==> src/rtl/npu_rd_pkg.sv <==
// Shared types and constants for the NPU result readback path.
package npu_rd_pkg;

  typedef enum logic [1:0] {
    IDLE    = 2'd0,
    CAPTURE = 2'd1,
    DONE    = 2'd2
  } rd_state_t;

  localparam logic ADDR_STATUS = 1'b0;
  localparam logic ADDR_DATA   = 1'b1;

  localparam int ST_ARMED   = 12;
  localparam int ST_DONE    = 13;
  localparam int ST_OVF     = 14;
  localparam int ST_UDF     = 15;
  localparam int ST_OVF_CNT = 16;

endpackage

==> src/rtl/npu_result_reader_fifo.sv <==
// Single-clock DEPTHx32 word FIFO with a fall-through head; a push into a
// full FIFO succeeds when a pop frees the slot in the same cycle.
module result_fifo #(
  parameter int DEPTH = 16,
  parameter int CNT_W = $clog2(DEPTH) + 1
) (
  input  logic             clk,
  input  logic             rst_n,
  input  logic             clr,
  input  logic             push,
  input  logic             pop,
  input  logic [31:0]      wdata,
  output logic [31:0]      head,
  output logic             full,
  output logic             empty,
  output logic [CNT_W-1:0] count
);

  localparam int PTR_W = $clog2(DEPTH);

  logic [31:0]      mem [DEPTH];
  logic [PTR_W-1:0] wr_ptr, rd_ptr;
  logic             do_push, do_pop;

  assign empty   = (count == '0);
  assign full    = (count == CNT_W'(DEPTH));
  assign do_pop  = pop & ~empty;
  assign do_push = push & (~full | do_pop);
  assign head    = mem[rd_ptr];

  always_ff @(posedge clk)
    if (do_push & ~clr) mem[wr_ptr] <= wdata;

  always_ff @(posedge clk or negedge rst_n) begin
    if (!rst_n) begin
      wr_ptr <= '0;
      rd_ptr <= '0;
      count  <= '0;
    end else if (clr) begin
      wr_ptr <= '0;
      rd_ptr <= '0;
      count  <= '0;
    end else begin
      if (do_push) wr_ptr <= wr_ptr + PTR_W'(1);
      if (do_pop)  rd_ptr <= rd_ptr + PTR_W'(1);
      count <= count + CNT_W'(do_push) - CNT_W'(do_pop);
    end
  end

endmodule

==> src/rtl/npu_result_reader.sv <==
// NPU result readback: packs D_OUT bytes little-endian into words, buffers
// them and serves STATUS/DATA to the host. NPU_RESULT_READER_OVF_CNT_EN adds
// a dropped-word counter in STATUS[31:16].
module npu_result_reader
  import npu_rd_pkg::*;
#(
  parameter int DEPTH = 16,
  parameter int CNT_W = $clog2(DEPTH) + 1
) (
  input  logic        clk,
  input  logic        reset,
  input  logic [7:0]  npu_dout,
  input  logic        npu_valid,
  input  logic        npu_done,
  input  logic        start,
  input  logic        chipselect,
  input  logic        read,
  input  logic        address,
  output logic [31:0] readdata,
  output logic        irq
);

  rd_state_t        state, state_nxt;
  logic [23:0]      pack;
  logic [1:0]       idx, idx_nxt;
  logic             ovf, udf;
  logic             capturing, accept, last_byte, flush, push;
  logic             host_rd, data_rd, pop, drop;
  logic [31:0]      word, head, status;
  logic             full, empty;
  logic [CNT_W-1:0] count;

  // start overrides everything else on the same cycle
  assign capturing = (state == CAPTURE) & ~start;
  assign accept    = capturing & npu_valid;
  assign idx_nxt   = accept ? idx + 2'd1 : idx;
  assign last_byte = accept & (idx == 2'd3);
  assign flush     = capturing & npu_done & (idx_nxt != 2'd0);
  assign push      = last_byte | flush;

  assign host_rd = chipselect & read;
  assign data_rd = host_rd & (address == ADDR_DATA) & ~start;
  assign pop     = data_rd & ~empty;
  assign drop    = push & full & ~pop;
  assign irq     = (state == DONE) & ~empty;

  // Lanes above idx are always zero, so a flush needs no extra masking.
  always_comb begin
    word = {8'h00, pack};
    if (accept) word[8*idx +: 8] = npu_dout;
  end

  always_comb begin
    state_nxt = state;
    if (start)                              state_nxt = CAPTURE;
    else if (state == CAPTURE && npu_done)  state_nxt = DONE;
  end

  always_ff @(posedge clk or negedge reset)
    if (!reset) state <= IDLE;
    else        state <= state_nxt;

  always_ff @(posedge clk or negedge reset) begin
    if (!reset) begin
      pack <= '0;
      idx  <= '0;
    end else if (start | push) begin
      pack <= '0;
      idx  <= '0;
    end else if (accept) begin
      pack <= word[23:0];
      idx  <= idx_nxt;
    end
  end

  always_ff @(posedge clk or negedge reset) begin
    if (!reset) begin
      ovf <= 1'b0;
      udf <= 1'b0;
    end else if (start) begin
      ovf <= 1'b0;
      udf <= 1'b0;
    end else begin
      if (drop)            ovf <= 1'b1;
      if (data_rd & empty) udf <= 1'b1;
    end
  end

`ifdef NPU_RESULT_READER_OVF_CNT_EN
  logic [15:0] ovf_cnt;
  always_ff @(posedge clk or negedge reset) begin
    if (!reset)                       ovf_cnt <= '0;
    else if (start)                   ovf_cnt <= '0;
    else if (drop && ovf_cnt != '1)   ovf_cnt <= ovf_cnt + 16'd1;
  end
`endif

  always_comb begin
    status                 = '0;
    status[CNT_W-1:0]      = count;
    status[ST_ARMED]       = (state == CAPTURE);
    status[ST_DONE]        = (state == DONE);
    status[ST_OVF]         = ovf;
    status[ST_UDF]         = udf;
`ifdef NPU_RESULT_READER_OVF_CNT_EN
    status[ST_OVF_CNT +: 16] = ovf_cnt;
`endif
  end

  always_ff @(posedge clk or negedge reset) begin
    if (!reset)              readdata <= '0;
    else if (host_rd) begin
      if (start)                         readdata <= '0;
      else if (address == ADDR_STATUS)   readdata <= status;
      else                               readdata <= empty ? 32'h0 : head;
    end
  end

  result_fifo #(.DEPTH(DEPTH), .CNT_W(CNT_W)) u_fifo (
    .clk   (clk),
    .rst_n (reset),
    .clr   (start),
    .push  (push),
    .pop   (pop),
    .wdata (word),
    .head  (head),
    .full  (full),
    .empty (empty),
    .count (count)
  );

endmodule

==> config.mk <==
export PLATFORM = sky130hd
export DESIGN_NAME = npu_result_reader
export DESIGN_NICKNAME = d
export VERILOG_FILES = /design/src/rtl/npu_rd_pkg.sv /design/src/rtl/npu_result_reader_fifo.sv /design/src/rtl/npu_result_reader.sv
export SDC_FILE = /design/constraint.sdc
export NUM_CORES = 1
export LEC_CHECK = 0
export ABC_AREA = 0
export ABC_CLOCK_PERIOD_IN_PS = 6800
export BUFFER_PORTS_ARGS = -buffer_cell sky130_fd_sc_hd__buf_4
export CAP_MARGIN = 10
export CORE_MARGIN = 5
export CORE_UTILIZATION = 55
export DETAILED_ROUTE_END_ITERATION = 6
export MAX_ROUTING_LAYER = met4
export PLACE_DENSITY_LB_ADDON = 0.08
export SLEW_MARGIN = 15
export SYNTH_ARGS = -nofsm -noshare
export SYNTH_HDL_FRONTEND = slang
export SYNTH_SLANG_ARGS = --single-unit
export TNS_END_PERCENT = 20
==> constraint.sdc <==
create_clock -name clk -period 6.8 [get_ports clk]
set_input_delay 1.36 -clock clk [delete_from_list [all_inputs] [get_ports clk]]
set_output_delay 1.36 -clock clk [all_outputs]
set_load 0.005 [all_outputs]
==> results.md <==
* Result of the run: complete, no violations
* Post-synthesis mux area share at 14.75%
* TritonCTS clock tree: yes
* Hold Crit Class: reg2reg
* P&R area growth vs syn at 11.58%
* Worst R2R Setup Slack at 3.12 ns
* Syn Nets at 1180
* Tmin final at roughly 3.8 ns
* Port bufs at 48
* Antenna violations before repair at 0
* 1st-iter DRT viols at 903
* CP arrival at 4.02 ns
* Row Count at 75
* Clock sink total at ~600
* Power density cells at 288.2 mW/mm^2
* Relative slew slack at 28.91%
* Slew of the pin with the lowest slew margin at 1.066 ns
* Post-Place Setup Slack at 2.405 ns
* Capturing point of the worst reg2reg path: u_fifo.mem[12][16]
* Post-CTS resize count at 0
* Worst R2R Start: idx[0]
* GR Layer Usage met2 at 33.63%
* Fin crit share at between 50% and 60%
* Vias post-DR at 11030
* FF-to-FF path depth at 6
* Largest family of logic cells by synthesized area: multiplexers
* CP required at 7.01 ns
* Inserted Diodes at 0
* Insertion delay to the later sink of the worst-skew pair at approximately 0.60 ns
* Worst-case clock buffer depth at 3
* Most frequent cells in the layout: edfxtp_1, mux4_2, nand2_1, dfrtp_1, buf_4
* Core area at 0.04167 mm^2
* Fmax at 262.5 MHz
* Starting density of the core at 55.31%
* Worst Setup Slack, final at around 3 ns
* First-pass DRT Iterations at 5
* GR peak layer: met2
* Clock slew at reported path FFs at 0.06 ns
* Crit. End Element: flop
* Post-synth ARST share at 12.78%
* Worst Setup Start Kind: input port
* Layout cells sized above 1 at between 20% and 30%
* H-tree depth at 2
* Synth Cell Area at 0.02304 mm^2
* RSZ-0062 raised after global routing: no
* Post-CTS Hold Buffers at 0
* Synth cell types at 53
* Hpwl dp at 26.21 mm
* Synthesized area per cell at 20.09 um^2
* Number of global-route vias before repair at between 10000 and 15000
* DRC Markers at 0
* Synth Area in Compound Gates at 3.073%
* Max-Cap Viols at 0
* #FFs+latches synth at 587
* EDFF count, synth at 512
* Critical path origin: start
* I/O pin count at 49
* Yosys warnings at 0
* Post-synthesis adder-cell area fraction at less than 1%
* Commonest non-fill, non-tap cell in the layout: edfxtp_1
* Worst Skew at 0.01051 ns
* ANT nets after route at 0
* CTS buffer count at between 50 and 60
* GPL Wtd Cong at 0.7697
* Top fanout value on the critical path at 32
* LEAKAGE at approximately 0.0088 uW
* Height of the die at around 210 um
* Synth Area in XOR/XNOR at 0.1520%
* Slew Viols, Final at 0
* Drt wl/cell at 26.34 um
* Critical path class: in2reg
* Setup crit end: u_fifo.mem[12][16]
* Met1 usage at slightly above 30%
* DIE WIDTH at 214.7 um
* Sum Neg Setup Slack at 0 ns
* WL final at around 47 mm
* Final hold violation count at 0
* Register area share after synthesis at around 75%
* VDD IR max at approximately 0.00021 V
* Clock Tree Root: clkbuf_16
* Synth Flop Type: edfxtp_1
* Post-Syn Instances at 1147
* First-pass GRT wire length at 73.02 mm
* Pin count of the biggest net entering global routing at 70
* Total GRT Usage at 21.57%
* Via density at 6.134
* Postcts setup bufs at 0
* Post-synthesis simple-gate area fraction at 4.295%
* Endpoints failing setup at 0
* Area of the die at between 0.04 and 0.05 mm^2
* Nets at 1243
* M3 GR Usage at under 10%
* Global route total overflow at 0
* Hold WS at 0.5002 ns
## cell type report
cell class | instances | area [um^2]
tap | 539 | 674.4
clock buffer | 80 | 1585
timing repair buffer | 62 | 490.5
inverter | 17 | 63.81
clock inverter | 28 | 215.2
sequential | 587 | 17260
fill | 2956 | 15950
multi-input combinational | 485 | 5420
## metrics by stage
step	instances	instance area, um^2	utilization [%]	total power (uW)
6_report	1798	25710	61.71	7410
5_1_grt	1798	25710	61.71	7675
4_1_cts	1798	25700	61.69	7484
3_5_place_dp	1690	23900	57.37	4461
3_3_place_gp	1690	23900	57.37	4454
2_1_floorplan	1147	23040	-	4302
## worst min-delay path by stage
stage / cells past startpoint / end / start / slack (ns)
floorplan: 2 / readdata[15] / udf / 0.47
global placement: 2 / readdata[28] / readdata[28] / 0.49
detailed placement: 2 / readdata[18] / readdata[18] / 0.49
CTS: 2 / readdata[18] / readdata[18] / 0.51
global route: 2 / readdata[22] / readdata[22] / 0.54
finish: 2 / readdata[18] / readdata[18] / 0.50
## Yosys cell counts, types with 8 or more instances
cell type  count  share of area [%]
buf_6          8               0.39
nand2_1       87                1.4
nand3_1       27               0.59
inv_1         17               0.28
dfrtp_1       75                8.1
mux4_2       113                 11
buf_2         21               0.46
and3_1        12               0.33
mux2i_1       11               0.48
mux4_1        15                1.7
mux2_2        31                1.5
clkbuf_1      10               0.16
a22oi_1       48                1.6
and2_1        12               0.33
a21oi_1       32               0.69
nor2_1        11               0.18
ha_1          16               0.87
edfxtp_1     512                 67
## kinds of logic (layout without fill, tap and decap cells)
family                   Yosys count  count (layout)
flip-flops                       587             587
AND/OR/NAND/NOR                  190             190
multiplexers                     170             170
AO/OA/AOI/OAI                    104             104
buffers and inverters             75             187
adder cells (fa/ha/maj)           17              17
XOR/XNOR                           4               4
## worst max-delay path, cell delays in order
cell	delay [ns]
buf_4	0.19
and4bb_2	0.47
a32oi_2	0.20
nor2_1	0.73
and3_2	1.05
## layer usage
layer | vias to the layer above | part of all wire [%]
met5 | - | 0
met4 | 0 | 1.5
met3 | 60 | 5.3
met2 | 287 | 49
met1 | 5870 | 44
li1 | 4812 | -
## sequential cells by signal (all words and copies together), names as in the netlist
signal,flops
pack,24
idx,2
u_fifo.wr_ptr,4
state,2
u_fifo.mem,512
u_fifo.count,5
ovf,1
u_fifo.rd_ptr,4
readdata,32
udf,1
## report_power, final
group	leakage (uW)	internal, uW	switching, uW	total (uW)
clock	0.000880	1740	1290	3030
sequential	0.00591	3930	58.6	3990
combinational	0.00203	186	203	389
total	0.00882	5860	1550	7410
No activity file was read; power rests on OpenSTA's default activity.
